==> src/rtl/instr_exec_scheduler.sv <==
// Instruction execution scheduler: queues received instruction words, clocks each one
// through the processor with a generated clock, then hands off to the regfile dumper.
module instr_exec_scheduler #(
    parameter int          FIFO_DEPTH   = 4,
    parameter int          PROC_CYCLES  = 5,
    parameter logic [31:0] NOOP         = 32'h13000000,
    parameter int          DUMP_TIMEOUT = 15
) (
    input  logic                        clk12,
    input  logic                        rst,
    input  logic [31:0]                 instr_in,
    input  logic                        instr_valid,
    input  logic                        dump_ready,
    output logic                        clk_proc,
    output logic [31:0]                 inst_out,
    output logic                        dump_start,
    output logic                        busy,
    output logic [$clog2(FIFO_DEPTH):0] fifo_count,
    output logic                        overflow,
    output logic                        dump_err
);
    localparam int AW = $clog2(FIFO_DEPTH);
    localparam int TW = $clog2(DUMP_TIMEOUT + 1);
    localparam logic [3:0]    LAST_CYC = 4'(PROC_CYCLES - 1);
    localparam logic [3:0]    CNT_ONE  = 4'd1;
    localparam logic [TW-1:0] LAST_TMO = TW'(DUMP_TIMEOUT - 1);
    localparam logic [TW-1:0] TMO_ONE  = TW'(1);
    localparam logic [AW:0]   FULL_CNT = (AW+1)'(FIFO_DEPTH);
    localparam logic [AW:0]   PTR_ONE  = (AW+1)'(1);

    typedef enum logic [2:0] {
        S_IDLE, S_EXEC, S_DUMP_REQ, S_DUMP_WAIT, S_DUMP_BUSY
    } state_t;

    state_t        r_state, w_next_state;
    logic [31:0]   r_mem [FIFO_DEPTH];
    logic [AW:0]   r_wr_ptr, r_rd_ptr;
    logic [AW:0]   w_count;
    logic          w_full, w_push, w_pop;
    logic [31:0]   w_head;

    logic          r_clk_proc, w_clk_nxt;
    logic [31:0]   r_inst_out, w_inst_nxt;
    logic          r_dump_start, w_ds_nxt;
    logic          r_overflow, r_dump_err, w_err_set;
    logic [3:0]    r_cycle_cnt, w_cnt_nxt;
    logic [TW-1:0] r_tmo_cnt, w_tmo_nxt;
    logic [31:0]   r_cur_instr, w_cur_nxt;

    // Pointers carry one extra wrap bit so full and empty are distinguishable.
    assign w_count = r_wr_ptr - r_rd_ptr;
    assign w_full  = (w_count == FULL_CNT);
    assign w_push  = instr_valid && !w_full;
    assign w_pop   = (r_state == S_IDLE) && (w_count != '0) && dump_ready;
    assign w_head  = r_mem[r_rd_ptr[AW-1:0]];

    always_ff @(posedge clk12) begin
        if (rst) begin
            r_wr_ptr <= '0;
            r_rd_ptr <= '0;
        end else begin
            if (w_push) begin
                r_mem[r_wr_ptr[AW-1:0]] <= instr_in;
                r_wr_ptr                <= r_wr_ptr + PTR_ONE;
            end
            if (w_pop)
                r_rd_ptr <= r_rd_ptr + PTR_ONE;
        end
    end

    always_ff @(posedge clk12) begin
        if (rst) r_state <= S_IDLE;
        else     r_state <= w_next_state;
    end

    always_comb begin
        w_next_state = r_state;
        case (r_state)
            S_IDLE:      if (w_pop) w_next_state = S_EXEC;
            S_EXEC:      if (r_clk_proc && r_cycle_cnt == LAST_CYC) w_next_state = S_DUMP_REQ;
            S_DUMP_REQ:  w_next_state = S_DUMP_WAIT;
            S_DUMP_WAIT: begin
                if (!dump_ready)                 w_next_state = S_DUMP_BUSY;
                else if (r_tmo_cnt == LAST_TMO)  w_next_state = S_IDLE;
            end
            S_DUMP_BUSY: if (dump_ready) w_next_state = S_IDLE;
            default:     w_next_state = S_IDLE;
        endcase
    end

    // Next values of the registered outputs; inst_out is registered so the word is
    // already stable when the first clk_proc rising edge arrives.
    always_comb begin
        w_clk_nxt = 1'b1;
        w_cnt_nxt = r_cycle_cnt;
        w_tmo_nxt = r_tmo_cnt;
        w_cur_nxt = r_cur_instr;
        w_err_set = 1'b0;
        case (r_state)
            S_IDLE: if (w_pop) begin
                w_clk_nxt = 1'b0;
                w_cnt_nxt = '0;
                w_cur_nxt = w_head;
            end
            S_EXEC: if (w_next_state == S_EXEC) begin
                w_clk_nxt = ~r_clk_proc;
                if (r_clk_proc) w_cnt_nxt = r_cycle_cnt + CNT_ONE;
            end
            S_DUMP_REQ: w_tmo_nxt = '0;
            S_DUMP_WAIT: if (dump_ready) begin
                if (r_tmo_cnt == LAST_TMO) w_err_set = 1'b1;
                else                       w_tmo_nxt = r_tmo_cnt + TMO_ONE;
            end
            default: ;
        endcase
        w_inst_nxt = (w_next_state == S_EXEC && w_cnt_nxt == '0) ? w_cur_nxt : NOOP;
        w_ds_nxt   = (w_next_state == S_DUMP_REQ);
    end

    always_ff @(posedge clk12) begin
        if (rst) begin
            r_clk_proc   <= 1'b1;
            r_inst_out   <= NOOP;
            r_dump_start <= 1'b0;
            r_overflow   <= 1'b0;
            r_dump_err   <= 1'b0;
            r_cycle_cnt  <= '0;
            r_tmo_cnt    <= '0;
            r_cur_instr  <= NOOP;
        end else begin
            r_clk_proc   <= w_clk_nxt;
            r_inst_out   <= w_inst_nxt;
            r_dump_start <= w_ds_nxt;
            r_overflow   <= r_overflow | (instr_valid & w_full);
            r_dump_err   <= r_dump_err | w_err_set;
            r_cycle_cnt  <= w_cnt_nxt;
            r_tmo_cnt    <= w_tmo_nxt;
            r_cur_instr  <= w_cur_nxt;
        end
    end

    assign clk_proc   = r_clk_proc;
    assign inst_out   = r_inst_out;
    assign dump_start = r_dump_start;
    assign overflow   = r_overflow;
    assign dump_err   = r_dump_err;
    assign busy       = (r_state != S_IDLE);
    assign fifo_count = w_count;
endmodule

==> config.mk <==
export PLATFORM = sky130hd
export DESIGN_NAME = instr_exec_scheduler
export DESIGN_NICKNAME = d
export VERILOG_FILES = /design/src/rtl/instr_exec_scheduler.sv
export SDC_FILE = /design/constraint.sdc
export NUM_CORES = 1
export LEC_CHECK = 0
export CAP_MARGIN = 20
export CORE_MARGIN = 1
export CORE_UTILIZATION = 50
export CTS_CLUSTER_SIZE = 40
export DETAILED_ROUTE_END_ITERATION = 10
export HOLD_SLACK_MARGIN = 0.02
export PLACE_DENSITY = 0.74
export SYNTH_ARGS = -nofsm -noshare
export SYNTH_HDL_FRONTEND = slang
export SYNTH_SLANG_ARGS = --single-unit
==> constraint.sdc <==
create_clock -name clk12 -period 5.45 [get_ports clk12]
set_input_delay 0.8175 -clock clk12 [delete_from_list [all_inputs] [get_ports clk12]]
set_output_delay 0.8175 -clock clk12 [all_outputs]
set_load 0.005 [all_outputs]
==> summary.md <==
| Metric | Value |
|---|---|
| Outcome | finished, final reports clean |
| Syn nets | 574 |
| Setup slack, reg-to-reg | 2.29 ns |
| Vias in the first global route | approximately 4600 |
| Post-Syn Area per Cell | 15.2 µm² |
| Gr usage total | between 10% and 20% |
| CTS Buf Count | 22 |
| Hold EP | r_cur_instr[10] |
| Starting density of the core | 51.9% |
| Hold Path Class | register to register |
| Longest Clk Path Bufs | 3 |
| Synth warnings | 0 |
| RSZ-0062 raised after global routing | no |
| Initial antenna violation count | 1 |
| Gr ovfl total | 0 |
| Most common cell after layout, fill and taps aside | edfxtp_1 |
| Critical path capture point type | output port |
| Drt via density | about 5.4 |
| Post-synth EDFFs | roughly 130 |
| Critical R2R Launch | r_wr_ptr[0] |
| Total clock sinks | 215 |
| CTS tree | yes |
| Cell family with most CP delay | buffers and inverters |
| Post-route setup slack | 2.23 ns |
| Hold_sp | r_cur_instr[10] |
| # nets final | about 650 |
| Hold_buf cts | 0 |
| Final Cell Area | about 9600 µm² |
| Number of antenna diodes | 0 |
| Final setup TNS | 0 ns |
| Final setup vio count | 0 |
| WP buf/inv | 2 |
| Rows | 45 |
| Worst slack, placed | 1.65 ns |
| Die Wd | 129 µm |
| Critical path, cell by cell | inv_1 -> ha_1 -> fa_1 -> xor3_2 -> clkdlybuf4s50_1 |
| PostCTS Resize Cnt | 0 |
| Layout area overhead | 20.2% |
| Worst skew pair latency | approximately 0.50 ns |
| Layout Skew | 0.00825 ns |
| Normalized max-slew margin | 24.2% |
| Buffer count from post-CTS setup fixing | 0 |
| RePlAce Congestion | 0.839 |
| Worst path arrival time | around 2.4 ns |
| Max VDD drop | approximately 0.30 mV |
| Avg WL per Cell | 18.3 µm |
| CP max stage delay | 0.55 ns |
| CP max FO | 5 |
| Hold_ws | 0.457 ns |
| Total Die Area | 16500 µm² |
| Asr flop ratio synth | 0% |
| Synth cell types | 49 |
| Final min period | 3.22 ns |
| Hold depth | 2 |
| Num ports | 76 |
| CTS clk-pin slew, worst paths | 0.06 ns |
| Pwr Density | 478 nW/µm² |
| Origin of the worst setup path | r_wr_ptr[0] |
| Worst Max-Slew Pin Slew | 1.14 ns |
| Prevailing post-synth register cell | edfxtp_1 |
| Port Buffers | 75 |
| Finished Layout Cells | 828 |
| Share of layout cells above drive strength 1 | 19.3% |
| Starting DRT DRC Count | between 200 and 300 |
| Height of the die | 129 µm |
| Synth Register Bits | 215 |
| Worst endpoint required time | 4.63 ns |
| Cell area after synthesis | 8010 µm² |
| Vias | 4477 |
| Leak pwr | 3.35 nW |
| Max Slew Vio Count | 0 |
| First-pass GRT wire length | 24100 µm |
| Fill cells | roughly 1200 |
| DRC viols | 0 |
| Commonest cells after routing, fill and taps aside | 128 x edfxtp_1, 85 x dfxtp_1, 74 x clkdlybuf4s50_1 |
| Slowest cell on the critical path | clkdlybuf4s50_1 |
| Placed Cells | a little under 800 |
| Worst r2r dst | inst_out[4] |
| Overall power | 4.61 mW |
| Reg2reg path depth | 7 |
| Setup CP Type | register to output port |
| Mapped Cells | 527 |
| DRT Pass-1 Iters | 5 |
| Seq/Total Area, Yosys | 69.7% |
| Tcrit/Tclk final | 59.1% |
| Max Freq | slightly above 300 MHz |
| Hold Vio Cnt, Final | 0 |
| CP Launch Type | register |
| Antenna Nets Post-Route | 0 |
| Largest net degree at the start of global routing | 48 |
| Layout Utilization | 62.5% |
| Root buffer cell | clkbuf_16 |
| Placed cell areas | ~8900 µm² |
| Htree depth | 1 |
| Detailed placement HPWL | roughly 9000 µm |
| Core box area | 15400 µm² |
| Routed WL | between 15000 and 20000 µm |
| Max-Cap Viols | 0 |
==> report_power, final <==
group          switching, mW  internal [mW]  leakage [nW]
combinational          0.571          0.471          1.11
clock                  0.583          0.889         0.363
sequential             0.132           1.96          1.87
==> final cells by class <==
cell class,instances,area (µm²),area share [%]
clock buffer,37,713,7.40
clock inverter,3,16.3,0.169
inverter,11,41.3,0.429
multi-input combinational,273,2220,23.1
sequential,215,5590,58.0
tap,211,264,2.74
timing repair buffer,78,788,8.18
==> worst reg2reg max path, delay by kind of cell, from the launching register on <==
family                     cells  cell delay, ns
AOI/OAI and AO/OA              2            1.42
xor gates and xnor gates       1            0.30
adders and majority gates      2            0.60
buffers and inverters          1            0.11
DFF                            1            0.35
and+or+nand+nor                1            0.32
==> registers in the layout, summed over array words and instances (netlist names), named ones only <==
| signal | flops |
|---|---|
| r_tmo_cnt | 4 |
| r_cur_instr | 32 |
| r_mem | 128 |
| dump_err | 1 |
| dump_start | 1 |
| inst_out | 32 |
| r_state | 3 |
| overflow | 1 |
| r_wr_ptr | 3 |
| clk_proc | 1 |
| r_rd_ptr | 3 |
| r_cycle_cnt | 4 |
==> layer usage <==
metal	global-route usage, %	share of wire (%)
met2	33.6	51
met5	0	0
met4	5.26	2.0
met1	24.4	42
met3	3.70	5.3
==> cells in the mapped netlist, drive strengths merged (2+ instances only) <==
| library cell | count | area, µm² |
|---|---|---|
| mux4 | 32 | 721 |
| clkbuf | 11 | 41.3 |
| nand2 | 80 | 325 |
| nor2 | 18 | 70.1 |
| nand3 | 14 | 70.1 |
| nor3 | 6 | 30.0 |
| a21o | 2 | 15.0 |
| nand3b | 3 | 22.5 |
| dfxtp | 87 | 1740 |
| o21ai | 3 | 15.0 |
| and2 | 4 | 25.0 |
| a21oi | 41 | 292 |
| xnor2 | 2 | 17.5 |
| buf | 17 | 128 |
| inv | 11 | 41.3 |
| xor2 | 2 | 17.5 |
| a21boi | 2 | 15.0 |
| edfxtp | 128 | 3840 |
| ha | 10 | 125 |
| and3 | 30 | 188 |
| a211oi | 2 | 15.0 |
==> kinds of logic (layout without fill, tap and decap cells) <==
group                    after synthesis  count (layout)  share of synthesized area (%)
AND/OR/NAND/NOR                      164             164                           10.0
AO/OA/AOI/OAI                         60              60                           5.98
multiplexers                          33              33                           9.13
XOR/XNOR                               5               5                          0.749
buffers and inverters                 39             129                           2.62
flip-flops                           215             215                           69.7
adder cells (fa/ha/maj)               11              11                           1.81
==> how the worst max path moves through the flow <==
stage / cells after the start / endpoint
final: 5 / fifo_count[2]
after global routing: 7 / inst_out[20]
after CTS: 7 / inst_out[20]
after detailed placement: 4 / inst_out[4]
after global placement: 4 / inst_out[5]
after floorplan: 8 / r_mem[0][0]
Power figures use the tool's default switching activity.
